`config.mk`:
```
export PLATFORM = sky130hd
export DESIGN_NAME = adsr_poly
export DESIGN_NICKNAME = d
export VERILOG_FILES = /design/src/rtl/adsr_poly.sv
export SDC_FILE = /design/constraint.sdc
export NUM_CORES = 2
export LEC_CHECK = 0
export ABC_CLOCK_PERIOD_IN_PS = 18100
export CORE_ASPECT_RATIO = 0.6
export CORE_UTILIZATION = 40
export DETAILED_ROUTE_END_ITERATION = 7
export PLACE_DENSITY = 0.57
export SYNTH_ARGS = -nofsm -noshare
export SYNTH_HDL_FRONTEND = slang
export SYNTH_SLANG_ARGS = --single-unit
```
`constraint.sdc`:
```
create_clock -name clock -period 18.1 [get_ports clock]
set_input_delay 1.81 -clock clock [delete_from_list [all_inputs] [get_ports clock]]
set_output_delay 1.81 -clock clock [all_outputs]
set_load 0.05 [all_outputs]
```
`src/rtl/adsr_poly.sv`:
```
// Polyphonic time-multiplexed ADSR envelope generator: one voice updated per clock
// through a single shared multiplier, one sweep per sample tick.
module adsr_poly #(
  parameter int TOTAL_BITS      = 32,
  parameter int FRACTIONAL_BITS = 16,
  parameter int VOICES          = 8,
  localparam int VW             = $clog2(VOICES)
) (
  input  logic                  clock,
  input  logic                  reset,
  input  logic                  tick,
  input  logic [VOICES-1:0]     gate,
  input  logic                  retrigger,
  input  logic [TOTAL_BITS-1:0] coef_a,
  input  logic [TOTAL_BITS-1:0] coef_d,
  input  logic [TOTAL_BITS-1:0] coef_r,
  input  logic [TOTAL_BITS-1:0] base_a,
  input  logic [TOTAL_BITS-1:0] base_d,
  input  logic [TOTAL_BITS-1:0] base_r,
  input  logic [TOTAL_BITS-1:0] s,
  output logic                  out_valid,
  output logic [VW-1:0]         out_voice,
  output logic [TOTAL_BITS-1:0] out_level,
  output logic [VOICES-1:0]     active,
  output logic                  busy,
  output logic                  tick_missed
);

  typedef enum logic [2:0] {
    ST_IDLE, ST_ATTACK, ST_DECAY, ST_SUSTAIN, ST_RELEASE
  } voice_state_t;

  localparam logic signed [TOTAL_BITS-1:0] ONE =
    {{(TOTAL_BITS-FRACTIONAL_BITS-1){1'b0}}, 1'b1, {FRACTIONAL_BITS{1'b0}}};

  voice_state_t                  state_reg [VOICES];
  logic signed [TOTAL_BITS-1:0]  level_reg [VOICES];
  logic [VOICES-1:0]             gate_prev_reg;
  logic [VOICES-1:0]             gate_snap_reg;
  logic                          busy_reg;
  logic [VW-1:0]                 idx_reg;
  logic                          out_valid_reg;
  logic [VW-1:0]                 out_voice_reg;
  logic [TOTAL_BITS-1:0]         out_level_reg;
  logic                          tick_missed_reg;

  voice_state_t                  cur_state;
  logic signed [TOTAL_BITS-1:0]  cur_level;
  logic signed [TOTAL_BITS-1:0]  mul_coef;
  logic signed [TOTAL_BITS-1:0]  add_base;
  logic signed [TOTAL_BITS-1:0]  sustain_level;
  logic signed [2*TOTAL_BITS-1:0] ext_level;
  logic signed [2*TOTAL_BITS-1:0] ext_coef;
  logic signed [2*TOTAL_BITS-1:0] prod_full;
  logic signed [TOTAL_BITS-1:0]  step_n;
  logic                          snap_bit;
  logic                          prev_bit;
  voice_state_t                  state_next;
  logic signed [TOTAL_BITS-1:0]  level_next;

  // The single multiplier: operand selection follows the slot's current stage.
  always_comb begin
    cur_state     = state_reg[idx_reg];
    cur_level     = level_reg[idx_reg];
    sustain_level = $signed(s);
    snap_bit      = gate_snap_reg[idx_reg];
    prev_bit      = gate_prev_reg[idx_reg];
    mul_coef      = $signed(coef_r);
    add_base      = $signed(base_r);
    if (cur_state == ST_ATTACK) begin
      mul_coef = $signed(coef_a);
      add_base = $signed(base_a);
    end else if (cur_state == ST_DECAY) begin
      mul_coef = $signed(coef_d);
      add_base = $signed(base_d);
    end
    ext_level = {{TOTAL_BITS{cur_level[TOTAL_BITS-1]}}, cur_level};
    ext_coef  = {{TOTAL_BITS{mul_coef[TOTAL_BITS-1]}}, mul_coef};
    prod_full = ext_level * ext_coef;
    step_n    = add_base + TOTAL_BITS'(prod_full >>> FRACTIONAL_BITS);
  end

  always_comb begin
    state_next = cur_state;
    level_next = cur_level;
    if (snap_bit && !prev_bit) begin
      state_next = ST_ATTACK;
      if (retrigger) level_next = '0;
    end else if (!snap_bit && prev_bit) begin
      if (cur_state != ST_IDLE) state_next = ST_RELEASE;
    end else begin
      case (cur_state)
        ST_ATTACK: begin
          if (step_n >= ONE) begin
            level_next = ONE;
            state_next = ST_DECAY;
          end else begin
            level_next = step_n;
          end
        end
        ST_DECAY: begin
          if (step_n <= sustain_level) begin
            level_next = sustain_level;
            state_next = ST_SUSTAIN;
          end else begin
            level_next = step_n;
          end
        end
        ST_SUSTAIN: level_next = sustain_level;
        ST_RELEASE: begin
          if (step_n <= 0) begin
            level_next = '0;
            state_next = ST_IDLE;
          end else begin
            level_next = step_n;
          end
        end
        default: level_next = '0;
      endcase
    end
  end

  always_ff @(posedge clock) begin
    if (reset) begin
      for (int i = 0; i < VOICES; i++) begin
        state_reg[i] <= ST_IDLE;
        level_reg[i] <= '0;
      end
      gate_prev_reg   <= '0;
      gate_snap_reg   <= '0;
      busy_reg        <= 1'b0;
      idx_reg         <= '0;
      out_valid_reg   <= 1'b0;
      out_voice_reg   <= '0;
      out_level_reg   <= '0;
      tick_missed_reg <= 1'b0;
    end else begin
      out_valid_reg   <= 1'b0;
      tick_missed_reg <= tick & busy_reg;
      if (busy_reg) begin
        state_reg[idx_reg]     <= state_next;
        level_reg[idx_reg]     <= level_next;
        gate_prev_reg[idx_reg] <= snap_bit;
        out_valid_reg          <= 1'b1;
        out_voice_reg          <= idx_reg;
        out_level_reg          <= level_next;
        if (idx_reg == VW'(VOICES-1)) begin
          busy_reg <= 1'b0;
        end else begin
          idx_reg <= idx_reg + VW'(1);
        end
      end else if (tick) begin
        busy_reg      <= 1'b1;
        idx_reg       <= '0;
        gate_snap_reg <= gate;
      end
    end
  end

  for (genvar gi = 0; gi < VOICES; gi++) begin : g_active
    assign active[gi] = (state_reg[gi] != ST_IDLE);
  end

  assign out_valid   = out_valid_reg;
  assign out_voice   = out_voice_reg;
  assign out_level   = out_level_reg;
  assign busy        = busy_reg;
  assign tick_missed = tick_missed_reg;

endmodule

```
Word level (Yosys, flattened, before mapping):

Memories as Yosys holds them, arrays and structs flattened. A register that Yosys moved wholly into a read port is not among the register bits.
Index checks and enable logic that the tools add are counted.

* $add $sub $neg: 2
* multiply operators: 1
* $lt $le $gt $ge: 5
* equality and inequality tests: 6
* muxes and demuxes: 46
* bitwise operators: 2
* reduce and logical (&&, ||, !) cells: 19

Operators by type and width (number)
* 32-bit 2-to-1 mux: 11
* 32-bit case mux with 4 select lines: 1
* 32-bit by 32-bit multiplier with 48-bit output: 1
* 3-bit 2-to-1 mux: 16
* 32-bit adder: 1
* 32-bit by 18-bit >= comparator with 1-bit output (second input constant): 1
* 32-bit by 1-bit less-or-equal comparator with 1-bit output (second input constant): 1
* 32-bit less-or-equal comparator: 1
* 32-bit OR reduction: 1
* 3-bit nonzero test: 9
* 1-bit 2-to-1 mux: 13
* 3-bit case mux with 3 select lines: 1
* 8-bit bitwise mux: 1
* 1-bit binary-select mux with 3-bit select: 2
* 3-bit by 2-bit == test with 1-bit output (second input constant): 2
* 3-bit == test (second input constant): 2
* 3-bit by 4-bit < comparator with 1-bit output (second input constant): 1
* 2-bit AND reduction: 2
* 3-bit by 1-bit adder with 3-bit output (second input constant): 1
* 1-bit demux with 3-bit select: 1
* 3-bit by 1-bit == test with 1-bit output (second input constant): 1
* 3-bit by 1-bit >= comparator with 1-bit output (second input constant): 1
* 1-bit logical AND: 3
* 3-bit OR reduction: 1
* other kinds (5): 6

* bits in registers: 57
* bits in writable memories: 280
* bits of input ports: 236
* output and inout port bits: 46
* logic and storage cells: 91
* memories kept: 2

Memory list
* level_reg: words 8, width 32, rd ports 1, clocked after Yosys merged registers in 1, wr ports 8, RTL line 37 `logic signed [TOTAL_BITS-1:0] level_reg [VOICES];`
* state_reg: words 8, width 3, rd ports 9, clocked after Yosys merged registers in 1, wr ports 8, RTL line 36 `voice_state_t state_reg [VOICES];`

Logic depth before layout (Yosys ltp):

* word-level depth: 11
* mapped depth: 66
* depth with buffers taken out: 57

Least setup slack after synthesis:

OpenSTA, ideal clock, no wires.

* kind: flip-flop to flip-flop
* start: register with a tool-made name
* end: register out_level_reg[31] (netlist: out_level[31])
* setup time: 0.086 ns
* arrival: 15.736 ns
* required time: 18.014 ns
* setup slack: 2.278 ns
* stages on the path, launching flop included: 56
* buffers on the path: 10
* period minus slack after synthesis: 15.822 ns
* cell sequence: dfxtp_1 > buf_6 > buf_4 > buf_4 > buf_6 > buf_4 > buf_1 > buf_1 > mux4_2 > mux2i_1 > clkbuf_1 > nor2_1 > fa_1 > inv_1 > fa_1 > fa_1 > fa_1 > fa_1 > [20 not listed] > a221oi_1 > o21bai_1 > a21oi_1 > xnor3_2 > xnor2_4 > ha_1 > nand4_1 > nor4_1 > o21ai_0 > a21oi_1 > o21ba_2 > nor3b_1 > a211oi_1 > and2_0 > clkbuf_1 > buf_2 > a221oi_2 > a211oi_1

RTL lines
* end signal, assigned: RTL line 146 `out_level_reg <= level_next;`
* end, declared: RTL line 44 `logic [TOTAL_BITS-1:0] out_level_reg;`

==> impl_metrics.xml <==
<?xml version="1.0" encoding="UTF-8"?>
<metrics>
  <group name="timing">
    <metric name="fmax" unit="GHz">0.0573</metric>
    <metric name="finalCriticalPeriod" unit="ns">17.45</metric>
    <metric name="final-max-slew-violation-count" unit="">0</metric>
    <metric name="timing_worst_slew_pin_value" unit="ns">1.40</metric>
    <metric name="timing.max_slew.rel_slack" unit="%">6.90</metric>
    <metric name="fin_skew" unit="ns">0.0219</metric>
    <metric name="rsz_0062_raised_after_global_routing" unit="">false</metric>
    <metric name="finalSetupTns" unit="ns">0</metric>
    <metric name="final_number_of_hold_violating_endpoints" unit="">0</metric>
    <metric name="setup_viol_count_final" unit="">0</metric>
    <metric name="layout_worst_path_cycle_share" unit="%">96.4</metric>
  </group>
  <group name="drt">
    <metric name="count_of_vias_placed_by_the_detailed_router" unit="">36700</metric>
    <metric name="routed_wire_length_per_instance" unit="µm">25.1</metric>
    <metric name="detail_route.wirelength" unit="µm">168000</metric>
    <metric name="drc_marker_count_from_the_first_detailed_route_iteration" unit="">4428</metric>
    <metric name="route.detailed.vias_per_inst" unit="">5.50</metric>
    <metric name="drtPass1Iterations" unit="">6</metric>
    <metric name="drc_errors" unit="">0</metric>
    <metric name="detail-route-antenna-nets" unit="">0</metric>
  </group>
  <group name="synth">
    <metric name="postSynthNetCount" unit="">6169</metric>
    <metric name="syn-mean-instance-area" unit="µm²">9.67</metric>
    <metric name="ys_seq_elements" unit="">340</metric>
    <metric name="synth-edff-count" unit="">280</metric>
    <metric name="synth_cells" unit="">4866</metric>
    <metric name="async_reset_ff_share" unit="%">0</metric>
    <metric name="synth_top_flop_cell" unit="">sky130_fd_sc_hd__edfxtp_1</metric>
    <metric name="syn_area" unit="mm²">0.0471</metric>
    <metric name="synth.yosys.warnings" unit="">0</metric>
    <metric name="synth.distinct_cells" unit="">89</metric>
    <metric name="synth.yosys.seq_area_share" unit="%">20.4</metric>
  </group>
  <group name="cts">
    <metric name="clkTransAtPathRegs" unit="ns">0.09</metric>
    <metric name="cts_inserted_buffers" unit="">27</metric>
    <metric name="tritoncts" unit="">built</metric>
    <metric name="cts_max_level" unit="">1</metric>
    <metric name="cts-root-to-sink-buffers" unit="">3</metric>
    <metric name="clk-insertion-delay-late" unit="ns">0.61</metric>
    <metric name="cts.sinks" unit="">340</metric>
    <metric name="cts.root.buffer_cell" unit="">sky130_fd_sc_hd__clkbuf_16</metric>
  </group>
  <group name="setup_path">
    <metric name="end_kind" unit="">flip-flop</metric>
    <metric name="crit_path_frequent_cell" unit="">sky130_fd_sc_hd__fa_1</metric>
    <metric name="worstPathArrival" unit="ns">17.97</metric>
    <metric name="worstPathRequired" unit="ns">18.62</metric>
    <metric name="worst_path_dominant_cell_family" unit="">compound AO/OA/AOI/OAI gates</metric>
    <metric name="critical_path_class" unit="">reg -&gt; reg</metric>
    <metric name="critical_path_peak_fanout" unit="">15</metric>
    <metric name="max_stage_delay" unit="ns">0.64</metric>
    <metric name="cp_slowest_cell" unit="">sky130_fd_sc_hd__nor3_4</metric>
    <metric name="cp_num_buf_inv" unit="">6</metric>
    <metric name="critical_path.startpoint_type" unit="">flip-flop</metric>
  </group>
  <group name="die">
    <metric name="die_w" unit="µm">445</metric>
    <metric name="die-height" unit="µm">268</metric>
    <metric name="coreArea" unit="mm²">0.117</metric>
    <metric name="rows" unit="">97</metric>
    <metric name="floorplan.initialDensity" unit="%">40.4</metric>
    <metric name="die-area" unit="mm²">0.119</metric>
    <metric name="num_io_pins" unit="">282</metric>
  </group>
  <group name="global_route">
    <metric name="antenna_found_initial" unit="">4</metric>
    <metric name="grt_pass1_vias" unit="">37000</metric>
    <metric name="first_pass_grt_wire_length" unit="µm">249000</metric>
    <metric name="gr-total-overflow" unit="">0</metric>
    <metric name="grt_use_total" unit="%">28.7</metric>
    <metric name="grt_max_degree" unit="">57</metric>
  </group>
  <group name="final_layout">
    <metric name="fin_cells" unit="">6682</metric>
    <metric name="flow.area_growth_from_synthesis" unit="%">12.9</metric>
    <metric name="finalNetCount" unit="">6381</metric>
    <metric name="largest_register_ffs" unit="">256</metric>
    <metric name="final_common_cell" unit="">sky130_fd_sc_hd__nor2_1</metric>
    <metric name="mostFrequentLayoutCells" unit="">sky130_fd_sc_hd__nor2_1, sky130_fd_sc_hd__inv_1, sky130_fd_sc_hd__fa_1, sky130_fd_sc_hd__nand2_1</metric>
    <metric name="n_antenna_cell" unit="">0</metric>
    <metric name="drive_gt1_share" unit="%">8.12</metric>
  </group>
  <group name="place">
    <metric name="numPortBuffers" unit="">281</metric>
    <metric name="hpwlAfterDp" unit="µm">136000</metric>
    <metric name="globalplace.congestion" unit="">0.986</metric>
    <metric name="placed_cells_incl_taps" unit="">6630</metric>
  </group>
  <group name="flow_run">
    <metric name="max-cap-violations" unit="">0</metric>
  </group>
  <group name="outcome">
    <metric name="run_status" unit="">finished clean</metric>
  </group>
  <group name="min_path">
    <metric name="hold_path_class" unit="">reg -&gt; reg</metric>
  </group>
</metrics>
## cell families after synthesis
kind of cell	count (synthesis)	synth area share, %
muxes	153	5.22
AOI/OAI and AO/OA	474	7.43
adders and majority gates	1067	41.7
buffers and inverters	1133	9.24
xor gates and xnor gates	92	1.93
DFF	340	20.4
and+or+nand+nor	1607	14.0
## path summary, 6_finish.rpt
path                                          to  slack, ns              from  depth (start not counted)
worst min-delay path            gate_snap_reg[5]       0.46  gate_snap_reg[5]                          2
worst max register to register      out_level[2]       0.65         flip-flop                         56
worst max-delay path                out_level[2]       0.65         flip-flop                         56
worst min register to register  gate_snap_reg[5]       0.46  gate_snap_reg[5]                          2
## worst min-delay path, delay by kind of cell (launching register included)
family           cells  cell delay [ns]
AND/OR/NAND/NOR      1             0.05
AO/OA/AOI/OAI        1             0.05
flip-flops           1             0.32
## stage by stage
step                      setup WS [ns]  util, %  cell area [µm²]  hold slack, ns
after floorplan                    2.28        -            47100           0.436
after global placement            0.924     44.8            52300           0.445
after detailed placement          0.815     44.8            52300           0.452
after CTS                         0.767     45.5            53100           0.463
after global routing             0.0216     45.6            53100           0.478
final                             0.651     45.6            53100           0.464
## timing repair
item / CTS / global route
setup buffers: 0 / 3
endpoints found under the setup margin: 0 / 120
hold buffers: 0 / 0
resized for setup: 0 / 1
## cell type report
class,count,area [µm²]
multi-input combinational,3393,33400
tap,1584,1980
fill,11200,63500
clock buffer,33,698
inverter,871,3270
sequential,340,9620
clock inverter,16,116
timing repair buffer,445,4050
## metal layers
metal  vias up  part of all wire [%]  global-route usage, %
met5         -                     0                      0
met4         0                   2.2                   5.38
met3       178                    12                   7.79
met2      1921                    40                   40.0
met1     18900                    45                   44.3
li1      15700                     -                      -
## synthesized netlist by cell type (all sizes together) (6+ instances only)
library cell	n	area share (%)
or3	12	0.16
mux4	70	3.3
nor4	7	0.093
a222oi	14	0.30
clkbuf	201	1.6
o22ai	33	0.44
nor3	22	0.27
ha	228	6.1
or2	26	0.35
a221oi	18	0.77
nand4	23	0.31
a22o	6	0.11
nand3	22	0.24
xnor3	6	0.29
mux2	27	0.65
mux2i	56	1.2
xor2	24	0.45
a211oi	43	0.78
inv	871	6.9
nand2	390	3.1
a22oi	7	0.11
a21o	71	1.1
dfxtp	60	2.6
o21bai	13	0.21
nor2b	12	0.16
nor3b	10	0.16
edfxtp	280	18
and2	16	0.21
a31oi	34	0.45
nor2	997	8.0
o21a	15	0.24
fa	839	36
a21boi	13	0.21
xnor2	62	1.2
o211ai	6	0.096
a21oi	104	1.2
buf	61	0.69
nand2b	53	0.70
o21ai	58	0.65
Power is not shown: default switching activity piles up to over one toggle a cycle in this logic, so the estimate is an artifact.
